File: config.mk
export PLATFORM = sky130hd
export DESIGN_NAME = video_timing_detect
export DESIGN_NICKNAME = d
export VERILOG_FILES = /design/src/rtl/video_timing_detect.sv
export SDC_FILE = /design/constraint.sdc
export NUM_CORES = 1
export LEC_CHECK = 0
export ABC_AREA = 1
export BUFFER_PORTS_ARGS = -buffer_cell sky130_fd_sc_hd__buf_4
export CAP_MARGIN = 20
export CORE_UTILIZATION = 59
export CTS_CLUSTER_SIZE = 16
export DETAILED_ROUTE_END_ITERATION = 6
export GPL_TIMING_DRIVEN = 0
export PLACE_DENSITY_LB_ADDON = 0.3
export SETUP_SLACK_MARGIN = 0.1
export SYNTH_ARGS = -nofsm -noshare
export SYNTH_HDL_FRONTEND = slang
export SYNTH_SLANG_ARGS = --single-unit
export TNS_END_PERCENT = 10
File: constraint.sdc
create_clock -name i_clk -period 2.84 [get_ports i_clk]
set_input_delay 0.284 -clock i_clk [delete_from_list [all_inputs] [get_ports i_clk]]
set_output_delay 0.284 -clock i_clk [all_outputs]
set_load 0.05 [all_outputs]
File: src/rtl/video_timing_detect.sv
// Sink-side video timing detector: recovers pixel coordinates and line/frame markers from an
// HS/VS/DE stream, measures frame geometry and declares lock once the geometry is stable.
`timescale 1ns/1ps
module video_timing_detect #(
  parameter int   CNT_W       = 13,
  parameter logic H_SYNC_LVL  = 1'b0,
  parameter logic V_SYNC_LVL  = 1'b0,
  parameter int   LOCK_FRAMES = 2
) (
  input  logic             i_clk,
  input  logic             i_rst_n,
  input  logic             i_hs,
  input  logic             i_vs,
  input  logic             i_de,
  input  logic [23:0]      i_rgb,
  output logic             o_hs,
  output logic             o_vs,
  output logic             o_de,
  output logic [23:0]      o_rgb,
  output logic [10:0]      o_x_pos,
  output logic [10:0]      o_y_pos,
  output logic             o_sof,
  output logic             o_eol,
  output logic [10:0]      o_h_active,
  output logic [10:0]      o_v_active,
  output logic [CNT_W-1:0] o_h_total,
  output logic [CNT_W-1:0] o_v_total,
  output logic             o_locked
);

  localparam logic [CNT_W-1:0] CNT_MAX = '1;
  localparam logic [CNT_W-1:0] CNT_ONE = CNT_W'(1);
  localparam logic [10:0]      POS_MAX = '1;
  localparam logic [3:0]       LOCK_N  = 4'(LOCK_FRAMES);

  typedef enum logic [1:0] {ST_IDLE, ST_ACQ, ST_LOCKED} state_t;

  logic        r_hs1, r_vs1, r_de1, r_hs2, r_vs2, r_de2;
  logic        r_hs_lead, r_vs_lead, r_new_frame;
  logic [23:0] r_rgb1, r_rgb2;
  logic [10:0] r_x, r_y;
  logic        w_vs_lead_s1, w_eol, w_wdog, w_match;
  logic [10:0] w_width;

  assign w_vs_lead_s1 = (r_vs1 == V_SYNC_LVL) && (r_vs2 != V_SYNC_LVL);
  assign w_eol        = r_de2 & ~r_de1;
  assign w_width      = r_x + 11'd1;

  // NOTE: all sequential state uses non-blocking assignments so every register samples pre-edge values.
  always_ff @(posedge i_clk or negedge i_rst_n) begin
    if (!i_rst_n) begin
      r_hs1 <= 1'b0; r_vs1 <= 1'b0; r_de1 <= 1'b0; r_rgb1 <= '0;
      r_hs2 <= 1'b0; r_vs2 <= 1'b0; r_de2 <= 1'b0; r_rgb2 <= '0;
      r_hs_lead <= 1'b0; r_vs_lead <= 1'b0; r_new_frame <= 1'b0;
      r_x <= '0; r_y <= '0;
    end else begin
      r_hs1 <= i_hs;  r_vs1 <= i_vs;  r_de1 <= i_de;  r_rgb1 <= i_rgb;
      r_hs2 <= r_hs1; r_vs2 <= r_vs1; r_de2 <= r_de1; r_rgb2 <= r_rgb1;
      // Edge flags are registered so they line up with the s2 sample they belong to.
      r_hs_lead <= (r_hs1 == H_SYNC_LVL) && (r_hs2 != H_SYNC_LVL);
      r_vs_lead <= w_vs_lead_s1;
      if (w_vs_lead_s1) r_new_frame <= 1'b1;
      if (r_de1) begin
        if (!r_de2) begin
          r_x <= '0;
          if (r_new_frame || w_vs_lead_s1) begin
            r_y         <= '0;
            r_new_frame <= 1'b0;
          end else begin
            r_y <= r_y + 11'd1;
          end
        end else begin
          r_x <= r_x + 11'd1;
        end
      end
    end
  end

  assign o_hs    = r_hs2;
  assign o_vs    = r_vs2;
  assign o_de    = r_de2;
  assign o_rgb   = r_de2 ? r_rgb2 : 24'd0;
  assign o_x_pos = r_x;
  assign o_y_pos = r_y;
  assign o_sof   = r_de2 && (r_x == 11'd0) && (r_y == 11'd0);
  assign o_eol   = w_eol;

  logic [CNT_W-1:0] r_h_clk, r_tot_first, r_vtot, w_tot_first, w_vtot;
  logic [10:0]      r_hact, r_vact, w_hact, w_vact;
  logic             r_tot_vld, w_tot_vld, r_hact_vld, w_hact_vld;
  logic             r_frame_bad, w_bad, r_sat, w_sat;

  // Next-state frame measurements including this cycle's line events, so a frame closing on the
  // same cycle as an HS edge or last pixel already contains that line.
  always_comb begin
    // NOTE: every combinational output gets a default first so no latch is inferred.
    w_tot_first = r_tot_first;
    w_tot_vld   = r_tot_vld;
    w_vtot      = r_vtot;
    w_hact      = r_hact;
    w_hact_vld  = r_hact_vld;
    w_vact      = r_vact;
    w_bad       = r_frame_bad;
    w_sat       = r_sat;
    if (r_hs_lead) begin
      if (!r_tot_vld) begin
        w_tot_first = r_h_clk;
        w_tot_vld   = 1'b1;
      end else if (r_h_clk != r_tot_first) begin
        w_bad = 1'b1;
      end
      if (r_vtot == CNT_MAX) w_sat = 1'b1;
      else                   w_vtot = r_vtot + CNT_ONE;
    end
    if (w_eol) begin
      if (!r_hact_vld) begin
        w_hact     = w_width;
        w_hact_vld = 1'b1;
      end else if (w_width != r_hact) begin
        w_bad = 1'b1;
      end
      if (r_vact == POS_MAX) w_sat = 1'b1;
      else                   w_vact = r_vact + 11'd1;
    end
  end

  always_ff @(posedge i_clk or negedge i_rst_n) begin
    if (!i_rst_n) begin
      r_h_clk <= '0; r_tot_first <= '0; r_vtot <= '0; r_hact <= '0; r_vact <= '0;
      r_tot_vld <= 1'b0; r_hact_vld <= 1'b0; r_frame_bad <= 1'b0; r_sat <= 1'b0;
    end else begin
      if (r_hs_lead)               r_h_clk <= CNT_ONE;
      else if (r_h_clk != CNT_MAX) r_h_clk <= r_h_clk + CNT_ONE;
      if (r_vs_lead) begin
        r_tot_first <= '0; r_vtot <= '0; r_hact <= '0; r_vact <= '0;
        r_tot_vld <= 1'b0; r_hact_vld <= 1'b0; r_frame_bad <= 1'b0; r_sat <= 1'b0;
      end else begin
        r_tot_first <= w_tot_first; r_vtot <= w_vtot; r_hact <= w_hact; r_vact <= w_vact;
        r_tot_vld <= w_tot_vld; r_hact_vld <= w_hact_vld; r_frame_bad <= w_bad; r_sat <= w_sat;
      end
    end
  end

  logic [10:0]      r_st_hact, r_st_vact, r_o_hact, r_o_vact;
  logic [CNT_W-1:0] r_st_htot, r_st_vtot, r_o_htot, r_o_vtot;
  state_t           r_state;
  logic [3:0]       r_match_cnt;
  logic             r_locked;

  assign w_wdog  = (r_h_clk == CNT_MAX);
  assign w_match = (w_hact == r_st_hact) && (w_vact == r_st_vact) &&
                   (w_tot_first == r_st_htot) && (w_vtot == r_st_vtot) && !w_bad && !w_sat;

  always_ff @(posedge i_clk or negedge i_rst_n) begin
    if (!i_rst_n) begin
      r_state <= ST_IDLE; r_match_cnt <= '0; r_locked <= 1'b0;
      r_st_hact <= '0; r_st_vact <= '0; r_st_htot <= '0; r_st_vtot <= '0;
      r_o_hact <= '0; r_o_vact <= '0; r_o_htot <= '0; r_o_vtot <= '0;
    end else if (w_wdog) begin
      r_state <= ST_IDLE; r_match_cnt <= '0; r_locked <= 1'b0;
      r_o_hact <= '0; r_o_vact <= '0; r_o_htot <= '0; r_o_vtot <= '0;
    end else if (r_vs_lead) begin
      case (r_state)
        ST_IDLE: begin
          r_state <= ST_ACQ; r_match_cnt <= '0;
          r_st_hact <= '0; r_st_vact <= '0; r_st_htot <= '0; r_st_vtot <= '0;
        end
        default: begin
          r_o_hact <= w_hact; r_o_vact <= w_vact; r_o_htot <= w_tot_first; r_o_vtot <= w_vtot;
          r_st_hact <= w_hact; r_st_vact <= w_vact; r_st_htot <= w_tot_first; r_st_vtot <= w_vtot;
          if (!w_match) begin
            r_state <= ST_ACQ; r_locked <= 1'b0; r_match_cnt <= '0;
          end else if (r_state == ST_ACQ) begin
            if (r_match_cnt + 4'd1 >= LOCK_N) begin
              r_state <= ST_LOCKED; r_locked <= 1'b1; r_match_cnt <= LOCK_N;
            end else begin
              r_match_cnt <= r_match_cnt + 4'd1;
            end
          end
        end
      endcase
    end
  end

  assign o_h_active = r_o_hact;
  assign o_v_active = r_o_vact;
  assign o_h_total  = r_o_htot;
  assign o_v_total  = r_o_vtot;
  assign o_locked   = r_locked;

endmodule

After elaboration in Yosys (flattened, before gate mapping). Cells that the tools add are included.

Bits in registers: 247. Input bits: 29. Output and inout bits: 100.

Add/subtract/negate cells: 6. $lt $le $gt $ge: 1. Eq/ne operators: 16. Muxes and demuxes: 71. Bitwise gates (word level): 6. Reduce and logical (&&, ||, !) cells: 25.

Operator list (number): $mux 13 (16); $mux 11 (16); $add 11x1->11 const B (3); $add 13x1->13 const B (2); $eq 13x13->1 (2); $eq 13x13->1 const B (2); $mux 1 (26); $mux 24 (1); $mux 4 (6); $eq 11x11->1 (2); $logic_not 11->1 (2); $ne 13x13->1 (1); $ne 13x13->1 const B (1); $mux 2 (6); $eq 11x11->1 const B (1); $ne 11x11->1 (1); $logic_and 1x1->1 (9); $ne 4x2->1 const B (2); $reduce_and 2->1 (4); $reduce_bool 2->1 (4); $ne 3x2->1 const B (2); $not 1->1 (5); $add 4x1->4 const B (1); $ge 4x2->1 const B (1); other kinds (8) (9).

Longest topological paths before layout.
Depth in word-level cells: 14. Gate-level depth with buffers: 21. Mapped depth without buffers: 21.

Worst setup path after synthesis. Ideal clock, no wire load.

Kind: reg-to-output. Start: reg r_x[0] (netlist: o_x_pos[0]). End: out o_sof. Data arrival time: 2.776 ns. Required time: 2.556 ns. Setup slack: -0.220 ns. Stages on the path, launching flop included: 7. Cell sequence: dfrtp_1 > inv_1 > ha_1 > nand4_1 > nor4_1 > nand3_1 > nor4_1.

Word-level cells in the longest chain between the ends: 3.

RTL lines: from (decl) (RTL line 41) `logic [10:0] r_x, r_y;`; from (signal assigned) (RTL line 73) `r_x <= r_x + 11'd1;`; $logic_not 11->1 (RTL line 85) `assign o_sof = r_de2 && (r_x == 11'd0) && (r_y == 11'd0);`; $logic_and 1x1->1 (2 in series) (RTL line 85); to (decl) (RTL line 22) `output logic o_sof,`.

Every way passes these cells.

Worst setup path after layout.
Start: reg r_vtot[1]. End: reg r_match_cnt[0].

Word-level cells in the longest chain between the ends: 11.

RTL lines: from (decl) (RTL line 88) `logic [CNT_W-1:0] r_h_clk, r_tot_first, r_vtot, w_tot_first, w_vtot;`; from (signal assigned) (RTL line 138) `r_tot_first <= w_tot_first; r_vtot <= w_vtot; r_hact <= w_hact; r_vact <= w_vact;`; $add 13x1->13 or $eq 13x13->1 (tied branches) (RTL line 113, 112); $mux 13 or $mux 1 (tied branches) (RTL line 112) `if (r_vtot == CNT_MAX) w_sat = 1'b1;`; $mux 13 or $mux 1 (tied branches) (RTL line 105) `if (r_hs_lead) begin`; $eq 13x13->1 or $mux 1 (tied branches) (RTL line 152, 122); $logic_and 1x1->1 or $mux 1 (tied branches) (RTL line 152, 115); $logic_and 1x1->1 or $logic_not 1->1 (tied branches) (RTL line 152) `(w_tot_first == r_st_htot) && (w_vtot == r_st_vtot) && !w_bad && !w_sat;`; $logic_and 1x1->1 * (RTL line 152); $mux 4 (RTL line 171) `if (!w_match) begin`; $mux 4 (RTL line 163) `case (r_state)`; $mux 4 (RTL line 162) `end else if (r_vs_lead) begin`; $mux 4 (RTL line 159) `end else if (w_wdog) begin`; to (signal assigned) (RTL line 177) `r_match_cnt <= r_match_cnt + 4'd1;`; to (decl) (RTL line 147) `logic [3:0] r_match_cnt;`.

Every way passes the cells marked *; elsewhere a longest branch is shown, timed or not. The select of a mux whose other input is x is not followed. A chain may end at the register's enable or synchronous reset.

==> flow_summary.toml <==
[run_status]
outcome = "finished, final reports clean"

[grt]
wire_length_of_the_first_global_routing_pass_um = 48070
grt.total_usage_pct = 30.36
number_of_antenna_violations_at_the_first_check_in_global_routing = 0
grt_start_max_net_pins = 130
grt_pass1_vias = 9935
globalRouteOverflowTotal = 0

[timing]
tightest_slew_ns = 0.8893
fmax_ghz = 0.3724
grt_setup_unrepaired = "true"
max_transition_margin_pct = 40.71
finalCriticalPeriod_ns = 2.686
timing.final.hold_violations = 0
number_of_max_slew_violations_in_the_final_report = 0
worst_setup_skew_after_layout_ns = 0.01139
post-route-period-util_pct = 94.56
finalSetupViolCount = 0

[clock_tree]
worst_skew_pair.late_latency_ns = 0.55
clk_transition_reported_paths_ns = 0.06
clock_path_buffers = 3
ctsHtreeMaxLevel = 1
cts_num_sinks = 247
cts_inserted_buffers = 26
cts_tree = "yes"
clock_root_buffer = "sky130_fd_sc_hd__clkbuf_16"

[floorplanning]
core_area_um2 = 19400
design.die.area_um2 = 20330
floorplan.io_pins = 129
die_w_um = 142.6
rows = 51
start_util_pct = 60.13
die_h_um = 142.6

[routing]
totalWireLength_um = 30790
antenna_violating_nets_post_route = 0
num_vias = 10360
detail_route.iter0.violations = 923
dr.pass1.iters = 5
route.detailed.wl_per_inst_um = 16.13
drc_errors = 0
viasPerCell = 5.429

[synthesis]
synthCells = 1417
syn_avg_cell_area_um2 = 8.231
ys_seq_area_share_pct = 52.99
synth-seq-cells = 247
synth_fp_nets = 1455
synth_warnings = 0
netlist_area_um2 = 11660
ys_types = 41

[flow_run]
timing.max_cap.violations = 0

[worst_setup_path]
critical-path-slowest-cell = "sky130_fd_sc_hd__dfrtp_1"
timing.critical_path.cells = "ha_4, nand2_2, nor2_4, buf_6, nand4_2, nand4_1, nand3_1, nand2_1, nand3_1, nor2_2, nand3_2, nor2_4, nand2_2, nand2_4, nand2_4, nand2_1, nand2_1"
classification_of_the_worst_setup_path = "reg2reg"
crit_top_cell = "sky130_fd_sc_hd__nand2_1"
crit_path_leading_delay_family = "simple AND/OR/NAND/NOR gates"
critical_path.max_stage_delay_ns = 0.44
critPathRequiredTime_ns = 3.28
setup.worst_path.start_class = "register"
worst_r2r_startpoint = "r_vtot[1]"
critical_path.max_fanout = 6
sort_of_element_at_the_end_of_the_critical_path = "register"
worstReg2RegEnd = "r_match_cnt[0]"
worstPathBufferInverterCount = 1
worst_r2r_path_depth = 17
rrSetupSlack_ns = 0.15
crit_arrival_ns = 3.12

[finish]
final_cell_area_um2 = 14540
final.fill_count = 1420
drive_above_1_share_pct = 19.59
layout.cells.most_common = "sky130_fd_sc_hd__nand2_1"
area_growth_from_synthesis_to_layout_pct = 24.69
finalNetCount = 1664
diodes = 0
final_cell_mix = "sky130_fd_sc_hd__nand2_1, sky130_fd_sc_hd__dfrtp_1, sky130_fd_sc_hd__inv_1"

[power_and_ir_drop]
design_power_total_mw = 9.423
p_leak_nw = 7.315
vdd_ir_drop_max_uv = 464.1
power.density_nw_per_um2 = 647.9

[placement]
place.port_buffers = 128
detailed_place_hpwl_um = 20230
place_congestion = 0.9232
placedInstanceArea_um2 = 13000

[hold_path]
timing.hold.worst_endpoint = "r_rgb2[5]"
hold_path_depth = 0
hold_path.class = "reg2reg"
min_from = "r_rgb1[5]"
-- flip-flops by register name, summed over array words and instances, names as in the netlist, 2 cells and up --
name and flops:
r_match_cnt 4, r_vtot 13, r_st_vact 11, r_st_hact 11
o_v_active 11, r_rgb2 24, r_state 2, r_st_htot 13
r_rgb1 24, o_v_total 13, r_hact 11, r_st_vtot 13
o_h_total 13, r_tot_first 13, r_h_clk 13, o_x_pos 11
o_h_active 11, o_y_pos 11, r_vact 11
-- final cells by class --
type / count / area (µm²) / share of cell area (%)
Buffer: 38 / 216.5 / 1.488
Clock buffer: 32 / 703.2 / 4.835
Clock inverter: 14 / 133.9 / 0.9205
Inverter: 240 / 910.9 / 6.263
Multi-Input combinational cell: 893 / 4607 / 31.68
Sequential cell: 247 / 6191 / 42.57
Tap cell: 265 / 331.6 / 2.280
Timing Repair Buffer: 180 / 1450 / 9.971
-- repair_timing --
item,4_1_cts,5_1_grt
endpoints found under the hold margin,145,0
pin swaps,0,21
buffers inserted,0,23
setup endpoints to repair,69,77
cloned,0,1
resized for setup,7,79
hold buffers,28,0
-- worst reg2reg max path: stages (launching register included) --
cell and delay (ns):
sky130_fd_sc_hd__dfrtp_1 0.44, sky130_fd_sc_hd__ha_4 0.17, sky130_fd_sc_hd__nand2_2 0.07, sky130_fd_sc_hd__nor2_4 0.19, sky130_fd_sc_hd__buf_6 0.14, sky130_fd_sc_hd__nand4_2 0.17, sky130_fd_sc_hd__nand4_1 0.20, sky130_fd_sc_hd__nand3_1 0.11
sky130_fd_sc_hd__nand2_1 0.10, sky130_fd_sc_hd__nand3_1 0.09, sky130_fd_sc_hd__nor2_2 0.19, sky130_fd_sc_hd__nand3_2 0.13, sky130_fd_sc_hd__nor2_4 0.22, sky130_fd_sc_hd__nand2_2 0.09, sky130_fd_sc_hd__nand2_4 0.10, sky130_fd_sc_hd__nand2_4 0.07
sky130_fd_sc_hd__nand2_1 0.06, sky130_fd_sc_hd__nand2_1 0.05
-- routing by layer --
layer,track usage (%),vias to the layer above,share of wire [%]
li1,-,4951,-
met1,40.75,4943,43
met2,49.92,393,48
met3,4.341,77,6.3
met4,12.11,0,3.5
met5,0,-,0
-- kinds of logic (layout without fill, tap and decap cells) --
kind of cell    after synthesis  count (layout)  share of synthesized area (%)
simple gates                690             691                          26.88
buf+inv                     278             504                          9.322
flops                       247             247                          52.99
compound gates              171             171                          8.003
xor+xnor                     22              22                          1.834
fa+ha+maj                     9               9                         0.9655
-- synthesized netlist by cell type, drive strengths merged --
cell type / count / share of area (%)
xor2: 15 / 1.2
buf: 15 / 0.86
o22ai: 43 / 2.3
and2: 1 / 0.054
nor2: 125 / 4.7
a21oi: 31 / 1.3
clkbuf: 23 / 0.74
or2: 4 / 0.21
a41oi: 1 / 0.075
xnor2: 6 / 0.45
o21ai: 89 / 3.9
nand3b: 2 / 0.16
a21o: 1 / 0.064
xnor3: 1 / 0.19
o211ai: 3 / 0.19
a211oi: 2 / 0.13
nand3: 160 / 7.4
nand2: 350 / 12
nor3: 16 / 0.69
nor3b: 5 / 0.32
ha: 9 / 0.97
clkinv: 1 / 0.032
a31oi: 1 / 0.054
nand4: 20 / 1.3
dfrtp: 247 / 53
inv: 239 / 7.7
nor4: 7 / 0.38
-- stage by stage --
| step | cells | setup WS [ns] | hold slack, ns | TNS, ns | utilization [%] |
|---|---|---|---|---|---|
| floorplan | 1417 | 0.1762 | -0.01159 | 0 | - |
| global placement | 1810 | -0.5468 | 0.3312 | -121.97 | 66.82 |
| detailed placement | 1811 | -0.5908 | 0.3347 | -26.55 | 67.00 |
| CTS | 1885 | 0.1026 | 0.3475 | 0 | 72.84 |
| global route | 1909 | 0.04207 | 0.3541 | 0 | 74.97 |
| finish | 1909 | 0.1544 | 0.3462 | 0 | 74.97 |
-- worst max path at each step --
stage                from              to  slack, ns  cells after the start
2_1_floorplan  o_x_pos[0]  r_match_cnt[0]       0.18                     20
3_3_place_gp   r_h_clk[0]    o_v_total[0]      -0.55                     13
3_5_place_dp   r_h_clk[0]    o_v_total[0]      -0.59                     13
4_1_cts        o_x_pos[0]  r_match_cnt[0]       0.10                     20
5_1_grt         r_vact[0]  r_match_cnt[0]       0.04                     18
6_report        r_vtot[1]  r_match_cnt[0]       0.15                     17
-- report_power, final --
group | internal, mW | switching, mW
Clock | 1.94 | 1.40
Sequential | 3.83 | 0.229
Combinational | 0.649 | 1.38
(Power assumes the default switching activity.)
